## src/rtl/spi_xfer_sequencer.sv

```systemverilog
// SPI transaction sequencer for the I2C-to-SPI bridge.
// Takes a header byte plus optional payload from the I2C side, drives chip
// select, hands one byte at a time to the SPI byte engine and queues the
// captured MISO bytes in a small first-word-fall-through response FIFO.
//
// state   | meaning
// --------+-----------------------------------------------------------
// S_IDLE  | waiting for a header byte, cs_n high
// S_SETUP | cs_n low, counting setup cycles before the first byte
// S_LOAD  | fetching the next tx byte (payload or 8'hFF filler)
// S_XFER  | engine busy with one byte, timeout running
// S_STORE | pushing the captured rx byte, stalls while the FIFO is full
// S_NEXT  | one byte finished, decide on another byte or hold
// S_HOLD  | counting hold cycles before cs_n is released
// S_DRAIN | timeout abort: cs_n high, discarding unsent payload bytes
//
// CS_SETUP and CS_HOLD are expected to be at least 1.
module spi_xfer_sequencer #(
  parameter int RSP_DEPTH = 4,
  parameter int CS_SETUP  = 2,
  parameter int CS_HOLD   = 2,
  parameter int TIMEOUT   = 255
) (
  input  logic       i2c_wb_clk_i,
  input  logic       i2c_wb_rst_i,
  input  logic       cmd_valid,
  input  logic [7:0] cmd_data,
  output logic       cmd_ready,
  output logic       spi_start,
  output logic [7:0] spi_tx,
  input  logic       spi_done,
  input  logic [7:0] spi_rx,
  output logic       cs_n,
  output logic       rsp_valid,
  output logic [7:0] rsp_data,
  input  logic       rsp_ready,
  output logic       busy,
  output logic       err
);

  localparam int AW = $clog2(RSP_DEPTH);
  localparam int TW = 16;

  typedef enum logic [2:0] {
    S_IDLE, S_SETUP, S_LOAD, S_XFER, S_STORE, S_NEXT, S_HOLD, S_DRAIN
  } state_t;

  state_t        state_q;
  logic          cs_n_q, start_q, rdy_q, err_q, w_q, r_q;
  logic [7:0]    tx_q, rx_q;
  logic [4:0]    rem_q;
  logic [TW-1:0] tmr_q;

  logic [7:0]    mem_q [RSP_DEPTH];
  logic [AW-1:0] wr_ptr_q, rd_ptr_q;
  logic [AW:0]   cnt_q, cnt_d;
  logic          fifo_full, fifo_empty, push, pop;

  // Header bits 5:4 carry no meaning for this block.
  logic hdr_unused;
  assign hdr_unused = ^cmd_data[5:4];

  assign fifo_full  = (cnt_q == (AW+1)'(RSP_DEPTH));
  assign fifo_empty = (cnt_q == '0);
  assign push       = (state_q == S_STORE) && !fifo_full;
  assign pop        = rsp_ready && !fifo_empty;

  // Transaction FSM; every output it drives is registered.
  always_ff @(posedge i2c_wb_clk_i or posedge i2c_wb_rst_i) begin
    if (i2c_wb_rst_i) begin
      state_q <= S_IDLE;
      cs_n_q  <= 1'b1;
      start_q <= 1'b0;
      tx_q    <= 8'hFF;
      rx_q    <= 8'h00;
      rdy_q   <= 1'b0;
      err_q   <= 1'b0;
      w_q     <= 1'b0;
      r_q     <= 1'b0;
      rem_q   <= '0;
      tmr_q   <= '0;
    end else begin
      start_q <= 1'b0;
      err_q   <= 1'b0;
      unique case (state_q)
        S_IDLE: begin
          rdy_q <= 1'b1;
          if (rdy_q && cmd_valid) begin
            w_q     <= cmd_data[7];
            r_q     <= cmd_data[6];
            rem_q   <= {1'b0, cmd_data[3:0]} + 5'd1;
            tmr_q   <= TW'(CS_SETUP - 1);
            cs_n_q  <= 1'b0;
            rdy_q   <= 1'b0;
            state_q <= S_SETUP;
          end
        end
        S_SETUP: begin
          if (tmr_q == '0) begin
            rdy_q   <= w_q;
            state_q <= S_LOAD;
          end else begin
            tmr_q <= tmr_q - TW'(1);
          end
        end
        S_LOAD: begin
          if (!w_q) begin
            tx_q    <= 8'hFF;
            start_q <= 1'b1;
            tmr_q   <= TW'(TIMEOUT - 1);
            state_q <= S_XFER;
          end else if (rdy_q && cmd_valid) begin
            tx_q    <= cmd_data;
            rdy_q   <= 1'b0;
            start_q <= 1'b1;
            tmr_q   <= TW'(TIMEOUT - 1);
            state_q <= S_XFER;
          end
        end
        S_XFER: begin
          if (spi_done) begin
            rx_q    <= spi_rx;
            state_q <= r_q ? S_STORE : S_NEXT;
          end else if (tmr_q == '0) begin
            // The byte in flight is lost; what is left to discard excludes it.
            err_q   <= 1'b1;
            cs_n_q  <= 1'b1;
            rem_q   <= rem_q - 5'd1;
            rdy_q   <= w_q && (rem_q > 5'd1);
            state_q <= S_DRAIN;
          end else begin
            tmr_q <= tmr_q - TW'(1);
          end
        end
        S_STORE: begin
          if (!fifo_full) state_q <= S_NEXT;
        end
        S_NEXT: begin
          rem_q <= rem_q - 5'd1;
          if (rem_q == 5'd1) begin
            tmr_q   <= TW'(CS_HOLD - 1);
            state_q <= S_HOLD;
          end else begin
            rdy_q   <= w_q;
            state_q <= S_LOAD;
          end
        end
        S_HOLD: begin
          if (tmr_q == '0) begin
            cs_n_q  <= 1'b1;
            rdy_q   <= 1'b1;
            state_q <= S_IDLE;
          end else begin
            tmr_q <= tmr_q - TW'(1);
          end
        end
        S_DRAIN: begin
          if (!w_q || rem_q == '0) begin
            rdy_q   <= 1'b1;
            state_q <= S_IDLE;
          end else if (rdy_q && cmd_valid) begin
            rem_q <= rem_q - 5'd1;
            if (rem_q == 5'd1) state_q <= S_IDLE;
          end
        end
        default: state_q <= S_IDLE;
      endcase
    end
  end

  // Occupancy change from this cycle's push/pop.
  always_comb begin
    cnt_d = cnt_q;
    unique case ({push, pop})
      2'b10:   cnt_d = cnt_q + (AW+1)'(1);
      2'b01:   cnt_d = cnt_q - (AW+1)'(1);
      default: cnt_d = cnt_q;
    endcase
  end

  // Response FIFO pointers and occupancy; pointers wrap at RSP_DEPTH.
  always_ff @(posedge i2c_wb_clk_i or posedge i2c_wb_rst_i) begin
    if (i2c_wb_rst_i) begin
      wr_ptr_q <= '0;
      rd_ptr_q <= '0;
      cnt_q    <= '0;
    end else begin
      if (push) wr_ptr_q <= wr_ptr_q + AW'(1);
      if (pop)  rd_ptr_q <= rd_ptr_q + AW'(1);
      cnt_q <= cnt_d;
    end
  end

  // Response storage needs no reset; the head is masked while empty.
  always_ff @(posedge i2c_wb_clk_i) begin
    if (push) mem_q[wr_ptr_q] <= rx_q;
  end

  assign cmd_ready = rdy_q;
  assign spi_start = start_q;
  assign spi_tx    = tx_q;
  assign cs_n      = cs_n_q;
  assign err       = err_q;
  assign busy      = (state_q != S_IDLE);
  assign rsp_valid = !fifo_empty;
  assign rsp_data  = fifo_empty ? 8'h00 : mem_q[rd_ptr_q];

endmodule

```

## config.mk

```make
export PLATFORM = sky130hd
export DESIGN_NAME = spi_xfer_sequencer
export DESIGN_NICKNAME = d
export VERILOG_FILES = /design/src/rtl/spi_xfer_sequencer.sv
export SDC_FILE = /design/constraint.sdc
export NUM_CORES = 1
export LEC_CHECK = 0
export CAP_MARGIN = 20
export CELL_PAD_IN_SITES_DETAIL_PLACEMENT = 0
export CELL_PAD_IN_SITES_GLOBAL_PLACEMENT = 1
export CORE_MARGIN = 2
export CORE_UTILIZATION = 49
export DETAILED_ROUTE_END_ITERATION = 8
export PLACE_DENSITY_LB_ADDON = 0.1
export SETUP_SLACK_MARGIN = 0.2
export SLEW_MARGIN = 20
export SYNTH_ARGS = -nofsm -noshare
export SYNTH_HDL_FRONTEND = slang
export SYNTH_SLANG_ARGS = --single-unit
```

## constraint.sdc

```tcl
create_clock -name i2c_wb_clk_i -period 7.4 [get_ports i2c_wb_clk_i]
set_input_delay 1.48 -clock i2c_wb_clk_i [delete_from_list [all_inputs] [get_ports i2c_wb_clk_i]]
set_output_delay 1.48 -clock i2c_wb_clk_i [all_outputs]
set_load 0.005 [all_outputs]
```

; Yosys cells after proc, flatten, opt, wreduce, memory -nomap -nowiden
; Memories as Yosys holds them, arrays and structs flattened.
; Cells that the tools add are included.
; W data, S select, Z words.
[op_classes]
add_sub_neg = 7
mul = 0
n_div = 0
order_cmp = 1
eq_ne = 29
n_shift = 0
n_mux = 52
bitwise = 0
reduce_logical = 27
[ops]
columns = operator, n
row1 = $mux W16, 6
row2 = $pmux W16 S5, 1
row3 = $mux W3, 12
row4 = $ne A2 B2 Y1 const B, 13
row5 = $mux W5, 5
row6 = $mux W8, 3
row7 = $pmux W3 S8, 1
row8 = $mux W1, 20
row9 = $pmux W5 S4, 1
row10 = $logic_not A16 Y1, 1
row11 = $sub A16 B1 Y16 const B, 1
row12 = $eq A3 B3 Y1 const B, 5
row13 = $ne A3 B3 Y1 const B, 4
row14 = $reduce_and A9 Y1, 1
row15 = $reduce_and A8 Y1, 1
row16 = $pmux W1 S7, 1
row17 = $reduce_bool A7 Y1, 1
row18 = $eq A3 B2 Y1 const B, 2
row19 = $logic_not A3 Y1, 2
row20 = $pmux W3 S2, 1
row21 = $reduce_and A2 Y1, 3
row22 = $reduce_and A6 Y1, 1
row23 = $reduce_bool A3 Y1, 2
row24 = $add A4 B1 Y5 const B, 1
row25 = 21 further kinds, 27
[word_totals]
ff_bits = 53
latch_bits = 0
ram_bits = 32
romBits = 0
mem_count = 1
[mem_list]
columns = memory, depth, width, read_ports, rd_ports_with_merged_regs, wr, line_no
row1 = mem_q, 4, 8, 1, 0, 1, 54  ; logic [7:0] mem_q [RSP_DEPTH];

; Depth between registers and ports, before layout
; Gate-level depths: netlist of run 1.
[depth]
depth_word = 5
depth_mapped = 12

; Worst setup path before layout of run 1
; Ideal clock, no wire load.
[synth_path]
path_kind = register -> output
start = register rd_ptr_q[0]
end = output port rsp_data[0]
arrival_ns = 1.506
required_ns = 5.920
setup_slack_ns = 4.414
path_stages_with_launch = 4
path_buffers = 1
cell_sequence = dfrtp_1 clkbuf_1 mux4_2 and2_1
[synth_via]
elab_chain_len = 2
[synth_lines]
columns = element, line_no
row1 = "start, declared", 55  ; logic [AW-1:0] wr_ptr_q, rd_ptr_q;
row2 = "start signal, assigned", 189  ; if (pop) rd_ptr_q <= rd_ptr_q + AW'(1);
row3 = $mem_v2 Z4 W8, --
row4 = $mux W8, 206  ; assign rsp_data = fifo_empty ? 8'h00 : mem_q[rd_ptr_q];
row5 = "end, declared", 35  ; output logic [7:0] rsp_data,
; Every way passes these cells.

; Worst setup path in the final report of run 1
[layout_path]
start = register rd_ptr_q[0]
end = output port rsp_data[2]
; Same word-level chain as after synthesis.

==> flow_metrics.py, run 1 <==
metrics = {
    "global_route": {
        "grt_use_met2": 0.330,
        "first_global_vias": 3016,
        "grt_use_met3": 0.0437,
        "met1_usage_grt": 0.278,
        "top_usage_layer": "met2",
        "groute.usage.overall": 0.202,
        "antenna_violations_before_repair": 0,
        "first_pass_grt_wire_length_microns": 15500,
        "grt_start_max_net_pins": 54,
        "globalRoute.totalOverflow": 0,
    },
    "synthesis": {
        "yosysMostFrequentCell": "dfrtp_1",
        "synth_top_cells_by_count": "dfrtp_1 (44), edfxtp_1 (32), nor2_1 (24)",
        "synthesis.yosys.warnings": 0,
        "ffs_w_async_s_r_synth": 0.624,
        "synth_largest_type_area_fraction": 0.254,
        "synth.distinct_cells": 65,
        "synth_area_sq_um": 4330,
        "synth.top_cells.by_area": "dfrtp_1 (25%), edfxtp_1 (22%), dfstp_2 (5.5%)",
        "postSynthNetCount": 408,
        "synth_flop_cell": "dfrtp_1",
        "synth_seq_area_share": 0.531,
        "yosysTopAreaCell": "dfrtp_1",
        "synthCells": 376,
        "synth-seq-cells": 85,
        "syn_avg_cell_area_sq_um": 11.5,
        "synth-edff-count": 32,
    },
    "place": {
        "pre_cts_ws_ns": 3.80,
        "detailed_place.area_sq_um": 4850,
        "place.detailed.instances": 513,
        "gp_routability_congestion": 0.841,
        "buffers_on_ports": 42,
        "detailed_place_hpwl_microns": 6270,
    },
    "clock_tree": {
        "ctsResizeCount": 0,
        "clock_tree.buffer_depth": 2,
        "clock_tree_root_buffer_cell": "clkbuf_8",
        "clock_sink_count": 85,
        "clk_pin_slew_worst_setup_hold_paths_ns": 0.10,
        "worstSkewPairLatency_ns": 0.36,
        "cts_tree": "done",
        "cts_hold_buf": 0,
        "tritoncts.num_buffers": 9,
        "cts.repair_timing.setup_buffer_count": 0,
        "clock_tree.htree_level_count": 3,
    },
    "timing": {
        "final.setup.tns_ns": 0,
        "post-route-period-util": 0.507,
        "achievable-frequency_mhz": 267,
        "clock-skew-final_ns": 0.0120,
        "hold_violations": 0,
        "worst-slew-pin-transition_ns": 0.732,
        "timing.final.ws_setup_ns": 3.65,
        "setup_viol_count_final": 0,
        "maxSlewHeadroom": 0.508,
        "finalMaxSlewViolations": 0,
        "rsz0062_at_grt": "false",
        "fin_hold_ws_ns": 0.502,
        "layout_min_cycle_time_ns": 3.75,
    },
    "drt": {
        "drc": 0,
        "detailed_route_wl_microns": 9070,
        "vias_after_detailed_routing": 3083,
        "post_drt_via_cell_ratio": 5.83,
        "drt_pre_antenna_iters": 4,
        "detail_route.wl_per_cell_microns": 17.1,
        "drtIter0Drc": 188,
        "postRouteAntennaNets": 0,
    },
    "setup_path": {
        "crit_path_max_incr_delay_ns": 0.73,
        "worst-path-max-fanout": 10,
        "reg2reg_setup_slack_ns": 4.55,
        "critical_path.n_buffers_inverters": 1,
        "worstPathCellList": "mux4_2 -> and2_1 -> clkdlybuf4s50_1",
        "cell_at_the_slowest_stage_of_the_critical_path": "dfrtp_1",
        "worstReg2RegEnd": "rem_q[2]",
        "startpoint_type": "register",
        "timing.critical_path.required_ns": 5.92,
        "endpoint_arrival_time_on_the_critical_path_ns": 2.27,
        "worst_path_dominant_cell_family": "flip-flops",
        "setup.worst_path.end_class": "output pin",
        "rr_worst_depth": 7,
        "worst_r2r_startpoint": "tmr_q[0]",
        "crit_type": "register to output pin",
    },
    "floorplan": {
        "core.rowCount": 34,
        "design.core.area_sq_um": 8640,
        "die-width_microns": 98.0,
        "start_util": 0.501,
        "die_y_microns": 98.0,
        "dieArea_sq_um": 9600,
        "num_io_pins": 43,
    },
    "final_layout": {
        "multiInputGateArea_sq_um": 1900,
        "antenna_cells_inserted": 0,
        "fillCellCount": 738,
        "stdcell_count": 529,
        "drive_above_1_share": 0.152,
        "fin_area_sq_um": 5050,
        "finalCoreUtilization": 0.585,
        "area.sequential_sq_um": 2300,
        "synthToLayoutAreaGrowth_pct": 16.7,
        "fin_nets": 448,
    },
    "worst_hold_path": {
        "timing.hold.worst.class": "register to register",
        "min_delay_worst_endpoint": "cnt_q[2]",
        "hold_crit_start": "cnt_q[2]",
        "holdPathStages": 1,
    },
    "power_and_ir_drop": {
        "fin_total_pwr_mw": 2.07,
        "peakVddDrop_mv": 0.161,
        "total_leakage_power_nw": 1.95,
        "power_per_cell_area_nw_per_um2": 411,
    },
    "outcome": {
        "status": "finished clean",
    },
    "flow_run": {
        "cap_violations": 0,
    },
}
[flip-flops by register name (all words and copies together), names as in the netlist]
name and count:
mem_q 32, tmr_q 16, rx_q 8, spi_tx 8, rem_q 5, cnt_q 3
state_q 3, rd_ptr_q 2, wr_ptr_q 2, cmd_ready 1, cs_n 1, err 1
r_q 1, spi_start 1, w_q 1
[routing by layer]
metal  up-vias  wire length (microns)
met1      1532                   4180
met5         -                      0
met4         0                    107
met2        51                   4520
met3         8                    267
li1       1492                      -
[report_power, final]
group	switching, mW	internal (mW)	leakage (nW)
Combinational	0.451	0.466	0.916
Clock	0.192	0.133	0.101
Sequential	0.170	0.661	0.936
[final cells by class]
cell class | count | share of cell area
sequential | 85 | 0.455
timing repair buffer | 47 | 0.0907
tap | 108 | 0.0268
inverter | 17 | 0.0126
multi-input combinational | 256 | 0.376
clock buffer | 9 | 0.0245
clock inverter | 7 | 0.0146
[placed cells by master (no fill, tap or decap), types with 10 or more instances in the layout]
master           netlist  routed
dfrtp_1               44      44
clkdlybuf4s50_1        0      42
edfxtp_1              32      32
nor2_1                24      24
a21oi_1               21      21
nand2_1               17      17
o21ai_0               17      17
inv_1                 16      15
and2_1                14      14
nor3_1                12      12
mux2_2                11      11
o22a_1                10      10
o31ai_1               10      10
ha_1                  10      10
[worst max path at each step]
stage | from | end | slack (ns) | depth (start not counted)
global route | rd_ptr_q[0] | rsp_data[6] | 3.48 | 3
floorplan | rd_ptr_q[0] | rsp_data[0] | 4.41 | 3
finish | rd_ptr_q[0] | rsp_data[2] | 3.65 | 3
CTS | rd_ptr_q[0] | rsp_data[2] | 3.55 | 3
detailed placement | spi_done | tmr_q[4] | 3.80 | 6
global placement | cmd_valid | tmr_q[4] | 3.82 | 6
[kinds of logic after synthesis]
| family | count (synthesis) | synth area share |
|---|---|---|
| adder cells (fa/ha/maj) | 11 | 0.0335 |
| buffers and inverters | 35 | 0.0306 |
| AND/OR/NAND/NOR | 118 | 0.158 |
| AO/OA/AOI/OAI | 98 | 0.156 |
| flip-flops | 85 | 0.531 |
| XOR/XNOR | 8 | 0.0162 |
| multiplexers | 21 | 0.0749 |
[worst reg2reg max path, stage by stage (launching register included)]
cell      delay, ns
dfrtp_1        0.43
inv_1          0.08
ha_1           0.19
or4b_4         0.53
nor4_4         0.65
nand2_1        0.18
a211oi_2       0.49
o221ai_1       0.17
(Power assumes the default switching activity.)
==> inputs of run 2 (changes only) <==
--- a/config.mk
+++ b/config.mk
@@ -9,7 +9,7 @@
 export CELL_PAD_IN_SITES_DETAIL_PLACEMENT = 0
 export CELL_PAD_IN_SITES_GLOBAL_PLACEMENT = 1
 export CORE_MARGIN = 2
-export CORE_UTILIZATION = 49
+export CORE_UTILIZATION = 46
 export DETAILED_ROUTE_END_ITERATION = 8
 export PLACE_DENSITY_LB_ADDON = 0.1
 export SETUP_SLACK_MARGIN = 0.2
==> constraint.sdc (replaced) <==
create_clock -name i2c_wb_clk_i -period 3.75 [get_ports i2c_wb_clk_i]
set_input_delay 0.75 -clock i2c_wb_clk_i [delete_from_list [all_inputs] [get_ports i2c_wb_clk_i]]
set_output_delay 0.75 -clock i2c_wb_clk_i [all_outputs]
set_load 0.005 [all_outputs]
==> run 2 against run 1 <==
  * Critical path depth is the same
  * Count of clock-buffer cells in the layout unchanged
  * Routed wire length increased by 0.58%
  * Design area increased by 0.22%
  * Flip-flop and latch count unchanged
  * Clock skew is 0.00071 ns higher
  * Worst hold slack improved by 0.00086 ns
  * Clock power increased by 110%
  * Power rose by 99%
  * Die area increased by 6.2%
  * Via count is 0.45% lower
  * Global-route usage fell by 0.31 points
  * Largest power group unchanged
==> flow_metrics.py, run 2 (synthesis results as in run 1) <==
metrics = {
    "global_route": {
        "first_global_vias": 3091,
        "globalRoute.totalOverflow": 0,
        "met1_usage_grt": 0.269,
        "grt_use_met2": 0.328,
        "first_pass_grt_wire_length_microns": 15700,
        "top_usage_layer": "met2",
        "grt_use_met3": 0.0284,
        "antenna_violations_before_repair": 0,
        "grt_start_max_net_pins": 48,
        "groute.usage.overall": 0.199,
    },
    "floorplan": {
        "start_util": 0.471,
        "die-width_microns": 101,
        "die_y_microns": 101,
        "core.rowCount": 35,
        "design.core.area_sq_um": 9200,
        "dieArea_sq_um": 10200,
        "num_io_pins": 43,
    },
    "drt": {
        "postRouteAntennaNets": 0,
        "drtIter0Drc": 230,
        "drt_pre_antenna_iters": 4,
        "vias_after_detailed_routing": 3069,
        "detail_route.wl_per_cell_microns": 17.1,
        "drc": 0,
        "detailed_route_wl_microns": 9120,
        "post_drt_via_cell_ratio": 5.77,
    },
    "power_and_ir_drop": {
        "combPwrFrac": 0.434,
        "switch_share": 0.384,
        "p_seq_frac": 0.404,
        "total_leakage_power_nw": 1.95,
        "power_per_cell_area_nw_per_um2": 814,
        "fin_total_pwr_mw": 4.12,
        "cellInternalPower_mw": 2.54,
        "p_clk_frac": 0.162,
        "peakVddDrop_mv": 0.296,
        "power_switching_mw": 1.58,
    },
    "final_layout": {
        "mostFrequentLayoutCell": "dfrtp_1",
        "drive_above_1_share": 0.152,
        "finalCoreUtilization": 0.550,
        "stdcell_count": 532,
        "reg.largest.list": "mem_q x32, tmr_q x16",
        "largest_register_ff_count": 32,
        "regMostFlops": "mem_q",
        "synthToLayoutAreaGrowth_pct": 16.9,
        "antenna_cells_inserted": 0,
        "fin_nets": 448,
        "mostFrequentLayoutCells": "dfrtp_1 (44), clkdlybuf4s50_1 (42), edfxtp_1 (32), nor2_1 (24), a21oi_1 (21)",
    },
    "place": {
        "detailed_place_hpwl_microns": 6290,
        "gp_routability_congestion": 0.889,
        "place.detailed.instances": 516,
        "pre_cts_ws_ns": 0.864,
        "buffers_on_ports": 42,
    },
    "worst_hold_path": {
        "holdPathStages": 1,
        "min_delay_worst_endpoint": "cnt_q[0]",
        "timing.hold.worst.class": "register to register",
        "hold_crit_start": "cnt_q[0]",
    },
    "setup_path": {
        "worst-path-max-fanout": 10,
        "crit_type": "register to output pin",
        "crit_path_max_incr_delay_ns": 0.74,
        "worst_r2r_startpoint": "tmr_q[0]",
        "reg2reg_setup_slack_ns": 1.10,
        "setup.worst_path.end_class": "output pin",
        "startpoint_type": "register",
        "timing.critical_path.required_ns": 3.00,
        "endpoint_arrival_time_on_the_critical_path_ns": 2.28,
        "worstReg2RegEnd": "tmr_q[4]",
        "worstPathCellList": "mux4_2 -> and2_1 -> clkdlybuf4s50_1",
        "cell_at_the_slowest_stage_of_the_critical_path": "dfrtp_1",
        "rr_worst_depth": 7,
    },
    "clock_tree": {
        "clock_tree.htree_level_count": 3,
        "worstSkewPairLatency_ns": 0.35,
        "clock_tree_root_buffer_cell": "clkbuf_8",
        "cts.repair_timing.setup_buffer_count": 0,
        "cts_hold_buf": 0,
        "clock_tree.buffer_depth": 2,
        "tritoncts.num_buffers": 9,
        "clk_pin_slew_worst_setup_hold_paths_ns": 0.09,
        "ctsResizeCount": 0,
        "clock_sink_count": 85,
        "cts_tree": "done",
    },
    "timing": {
        "rsz0062_at_grt": "false",
        "post-route-period-util": 0.808,
        "hold_violations": 0,
        "timing.final.ws_setup_ns": 0.721,
        "finalMaxSlewViolations": 0,
        "achievable-frequency_mhz": 330,
        "layout_min_cycle_time_ns": 3.03,
        "setup_viol_count_final": 0,
        "maxSlewHeadroom": 0.424,
        "clock-skew-final_ns": 0.0128,
        "final.setup.tns_ns": 0,
        "worst-slew-pin-transition_ns": 0.862,
    },
    "flow_run": {
        "cap_violations": 0,
    },
    "outcome": {
        "status": "finished clean",
    },
}
run 2: cell count changes in the layout (fill, tap and decap cells not counted):
cell | before | now
bufinv_16 | 0 | 1
clkinv_2 | 0 | 1
clkinv_4 | 2 | 1
clkinv_8 | 1 | 0
clkinvlp_4 | 0 | 2
inv_2 | 2 | 1
inv_6 | 2 | 3
inv_8 | 2 | 0
run 2: worst max-delay path by stage:
stage                           start     endpoint  slack [ns]  depth (start not counted)
after global placement      cmd_valid     tmr_q[4]        0.88                          6
after global routing      rd_ptr_q[0]  rsp_data[6]        0.56                          3
after CTS                 rd_ptr_q[0]  rsp_data[6]        0.65                          3
after detailed placement    cmd_valid     tmr_q[4]        0.86                          6
after floorplan            state_q[2]     cnt_q[2]        1.33                         12
final                     rd_ptr_q[0]  rsp_data[6]        0.72                          3
run 2: stage by stage:
step | hold WS (ns) | instance area [sq um]
2_1_floorplan | 0.456 | 4330
3_3_place_gp | 0.483 | 4860
3_5_place_dp | 0.494 | 4860
4_1_cts | 0.508 | 5060
5_1_grt | 0.536 | 5060
6_report | 0.503 | 5060
run 2: power groups by stage:
stage               Clock, mW  Sequential, mW  Combinational (mW)
CTS                     0.692            1.66                1.80
global placement            0            1.67                1.77
global route            0.732            1.73                2.01
finish                  0.668            1.66                1.79
detailed placement          0            1.68                1.79
floorplan                   0            1.49                1.38
run 2: routing by layer:
metal / up-vias / part of all wire
li1: 1486 / -
met5: - / 0
met1: 1515 / 0.47
met3: 10 / 0.026
met4: 0 / 0.013
met2: 58 / 0.49
run 2: area by class of cell:
cell class                 count  area [sq um]
fill                         810          4140
sequential                    85          2300
multi-input combinational    256          1900
timing repair buffer          47           458
tap                          111           139
clock buffer                   9           124
clock inverter                 7          80.1
inverter                      17          65.1
run 2: worst max-delay path, delay by kind of cell, from the launching register on:
| kind | cells | cell delay (ns) |
|---|---|---|
| buf+inv | 1 | 0.44 |
| flops | 1 | 0.74 |
| mux | 1 | 0.58 |
| simple gates | 1 | 0.17 |
==> RTL change, RTL diff (config.mk and constraints of run 2) <==
Register the output `err` once more, without a reset; this adds one clock of latency there. The other outputs are not delayed to match.
--- a/src/rtl/spi_xfer_sequencer.sv
+++ b/src/rtl/spi_xfer_sequencer.sv
@@ -201,5 +201,7 @@
   assign spi_tx    = tx_q;
   assign cs_n      = cs_n_q;
-  assign err       = err_q;
+  always_ff @(posedge i2c_wb_clk_i) begin
+    err <= err_q;
+  end
   assign busy      = (state_q != S_IDLE);
   assign rsp_valid = !fifo_empty;
Function: no difference found for any inputs over 10 cycles, from zero or initial values and one cycle with i2c_wb_rst_i high; that may be too few to reach the edited logic, so the function may still have changed.
==> RTL change against run 2 <==
- synthesized cell count is 0.27% higher
- global-route usage is 0.77 points lower
- wire length is 0.21% lower
- critical path depth stayed put
- area after synthesis is 0.46% higher
- total power is 0.82% lower
- sequential share of layout area is 0.35 points higher
- non-clock buffer count stayed put
- sequential cell count is 1 higher
- worst setup slack worse by 0.0088 ns
- final area hardly changed
- core utilization is 0.054 points higher
- critical endpoint is now rsp_data[5]
==> RTL change: results (changes against run 2) <==
INFO  metric run_status = completed (unchanged)
INFO  metric detailed_place_hpwl = 6.33 mm (was 6.29 mm)
INFO  metric firstDrtPassIters = 5 (was 4)
INFO  metric layout.cells.non_filler = 533 (was 532)
INFO  metric final_layout_size_suffix_gt1_share = 15.2% (about the same)
INFO  metric post_synth_num_cell_types = 66 (was 65)
INFO  metric avg_cell_area_syn = 11.5 µm² (about the same)
INFO  metric grt_start_max_net_pins = 54 (was 48)
INFO  metric clock_skew = 0.0137 ns (was 0.0128 ns)
INFO  metric power.ir.vdd_worst = 0.322 mV (was 0.296 mV)
INFO  metric global_route.usage.met1 = 26.4% (was 26.9%)
INFO  metric synth.net_count = 409 (was 408)
INFO  metric internal_power = 2.49 mW (was 2.54 mW)
INFO  metric grt_use_total = 19.1% (was 19.9%)
INFO  metric cts_max_path_buffers = 2 (unchanged)
INFO  metric p_leak = 1.95 nW (about the same)
INFO  metric class_of_the_worst_hold_path = reg -> reg (unchanged)
INFO  metric wirelength = 9.10 mm (was 9.12 mm)
INFO  metric grt_pass1_vias = 3020 (was 3091)
INFO  metric seq_area_frac_synth = 53.3% (was 53.1%)
INFO  metric use_met2 = 30.7% (was 32.8%)
INFO  metric synthArstFlopShare = 61.6% (was 62.4%)
INFO  metric gp_routability_congestion = 0.852 (was 0.889)
INFO  metric clock_latency = 0.37 ns (was 0.35 ns)
INFO  metric gr-usage-met3 = 3.45% (was 2.84%)
INFO  metric worst_slew_pin_slew = 0.766 ns (was 0.862 ns)
INFO  metric syn_warnings = 0 (unchanged)
INFO  metric placed_cells_incl_taps = 517 (was 516)
INFO  metric dr.first_iter.drc_count = 211 (was 230)
INFO  metric layout.nets = 449 (was 448)
INFO  metric ratio_of_routed_vias_to_standard_cells = 5.82 (was 5.77)
INFO  metric post_synth_main_area_contributors = sky130_fd_sc_hd__dfrtp_1 25%, sky130_fd_sc_hd__edfxtp_1 22%, sky130_fd_sc_hd__dfstp_2 5.4% (was sky130_fd_sc_hd__dfrtp_1 25%, sky130_fd_sc_hd__edfxtp_1 22%, sky130_fd_sc_hd__dfstp_2 5.5%)
INFO  metric grt_pass1_wl = 15.2 mm (was 15.7 mm)
==> RTL change: changes by cell type after synthesis, sizes merged <==
cell   change
dfxtp      +1
==> RTL change: cells by family (layout without fill, tap and decap cells) <==
| group | count (synthesis) | after routing | synth area share, % |
|---|---|---|---|
| adder cells (fa/ha/maj) | 11 | 11 | 3.34 |
| AO/OA/AOI/OAI | 98 | 98 | 15.5 |
| flip-flops | 86 | 86 | 53.3 |
| XOR/XNOR | 8 | 8 | 1.61 |
| multiplexers | 21 | 21 | 7.45 |
| AND/OR/NAND/NOR | 118 | 118 | 15.7 |
| buffers and inverters | 35 | 80 | 3.05 |
==> RTL change: worst paths after layout <==
| check | slack (ns) | cells past startpoint | start | to |
|---|---|---|---|---|
| min in group asynchronous | 0.89 | 3 | i2c_wb_rst_i | w_q |
| max in group asynchronous | 2.41 | 3 | i2c_wb_rst_i | rem_q[1] |
| setup / recovery | 0.71 | 3 | rd_ptr_q[0] | rsp_data[5] |
| hold reg to reg | 0.36 | 0 | err_q | err |
| setup reg to reg | 1.11 | 7 | tmr_q[0] | tmr_q[4] |
| hold / removal | 0.36 | 0 | err_q | err |
==> RTL change: cell type report <==
type | count | area (µm²)
Fill cell | 829 | 4130
Inverter | 17 | 63.8
Multi-Input combinational cell | 256 | 1900
Tap cell | 111 | 139
Clock buffer | 9 | 124
Clock inverter | 7 | 66.3
Sequential cell | 86 | 2320
Timing Repair Buffer | 47 | 458
==> RTL change: worst register-to-register path, delay by kind of cell, from the launching register on <==
family          cells  cell delay (ns)
buf+inv             1             0.07
simple gates        4             1.53
fa+ha+maj           1             0.17
compound gates      1             0.34
flops               1             0.43
==> RTL change: layer usage <==
metal  routed length (µm)  vias to the layer above
met5                    0                        -
met4                  186                        0
met3                  282                       18
met2                 4350                       58
met1                 4290                     1539
li1                     -                     1485
==> RTL change: power groups by stage <==
stage          logic (mW)  registers (mW)  clock network (mW)
2_1_floorplan        1.38            1.50                   0
3_3_place_gp         1.78            1.68                   0
3_5_place_dp         1.79            1.70                   0
4_1_cts              1.80            1.68               0.641
5_1_grt              1.99            1.73               0.688
6_report             1.78            1.68               0.625
==> RTL change: stage by stage <==
| stage | setup slack (ns) | total power [mW] | area, µm² | utilization, % |
|---|---|---|---|---|
| 3_5_place_dp | 0.873 | 3.49 | 4880 | 53.0 |
| 5_1_grt | 0.552 | 4.42 | 5070 | 55.1 |
| 6_report | 0.712 | 4.09 | 5070 | 55.1 |
| 4_1_cts | 0.612 | 4.12 | 5070 | 55.1 |
| 3_3_place_gp | 0.901 | 3.46 | 4880 | 53.0 |
| 2_1_floorplan | 1.33 | 2.89 | 4350 | - |
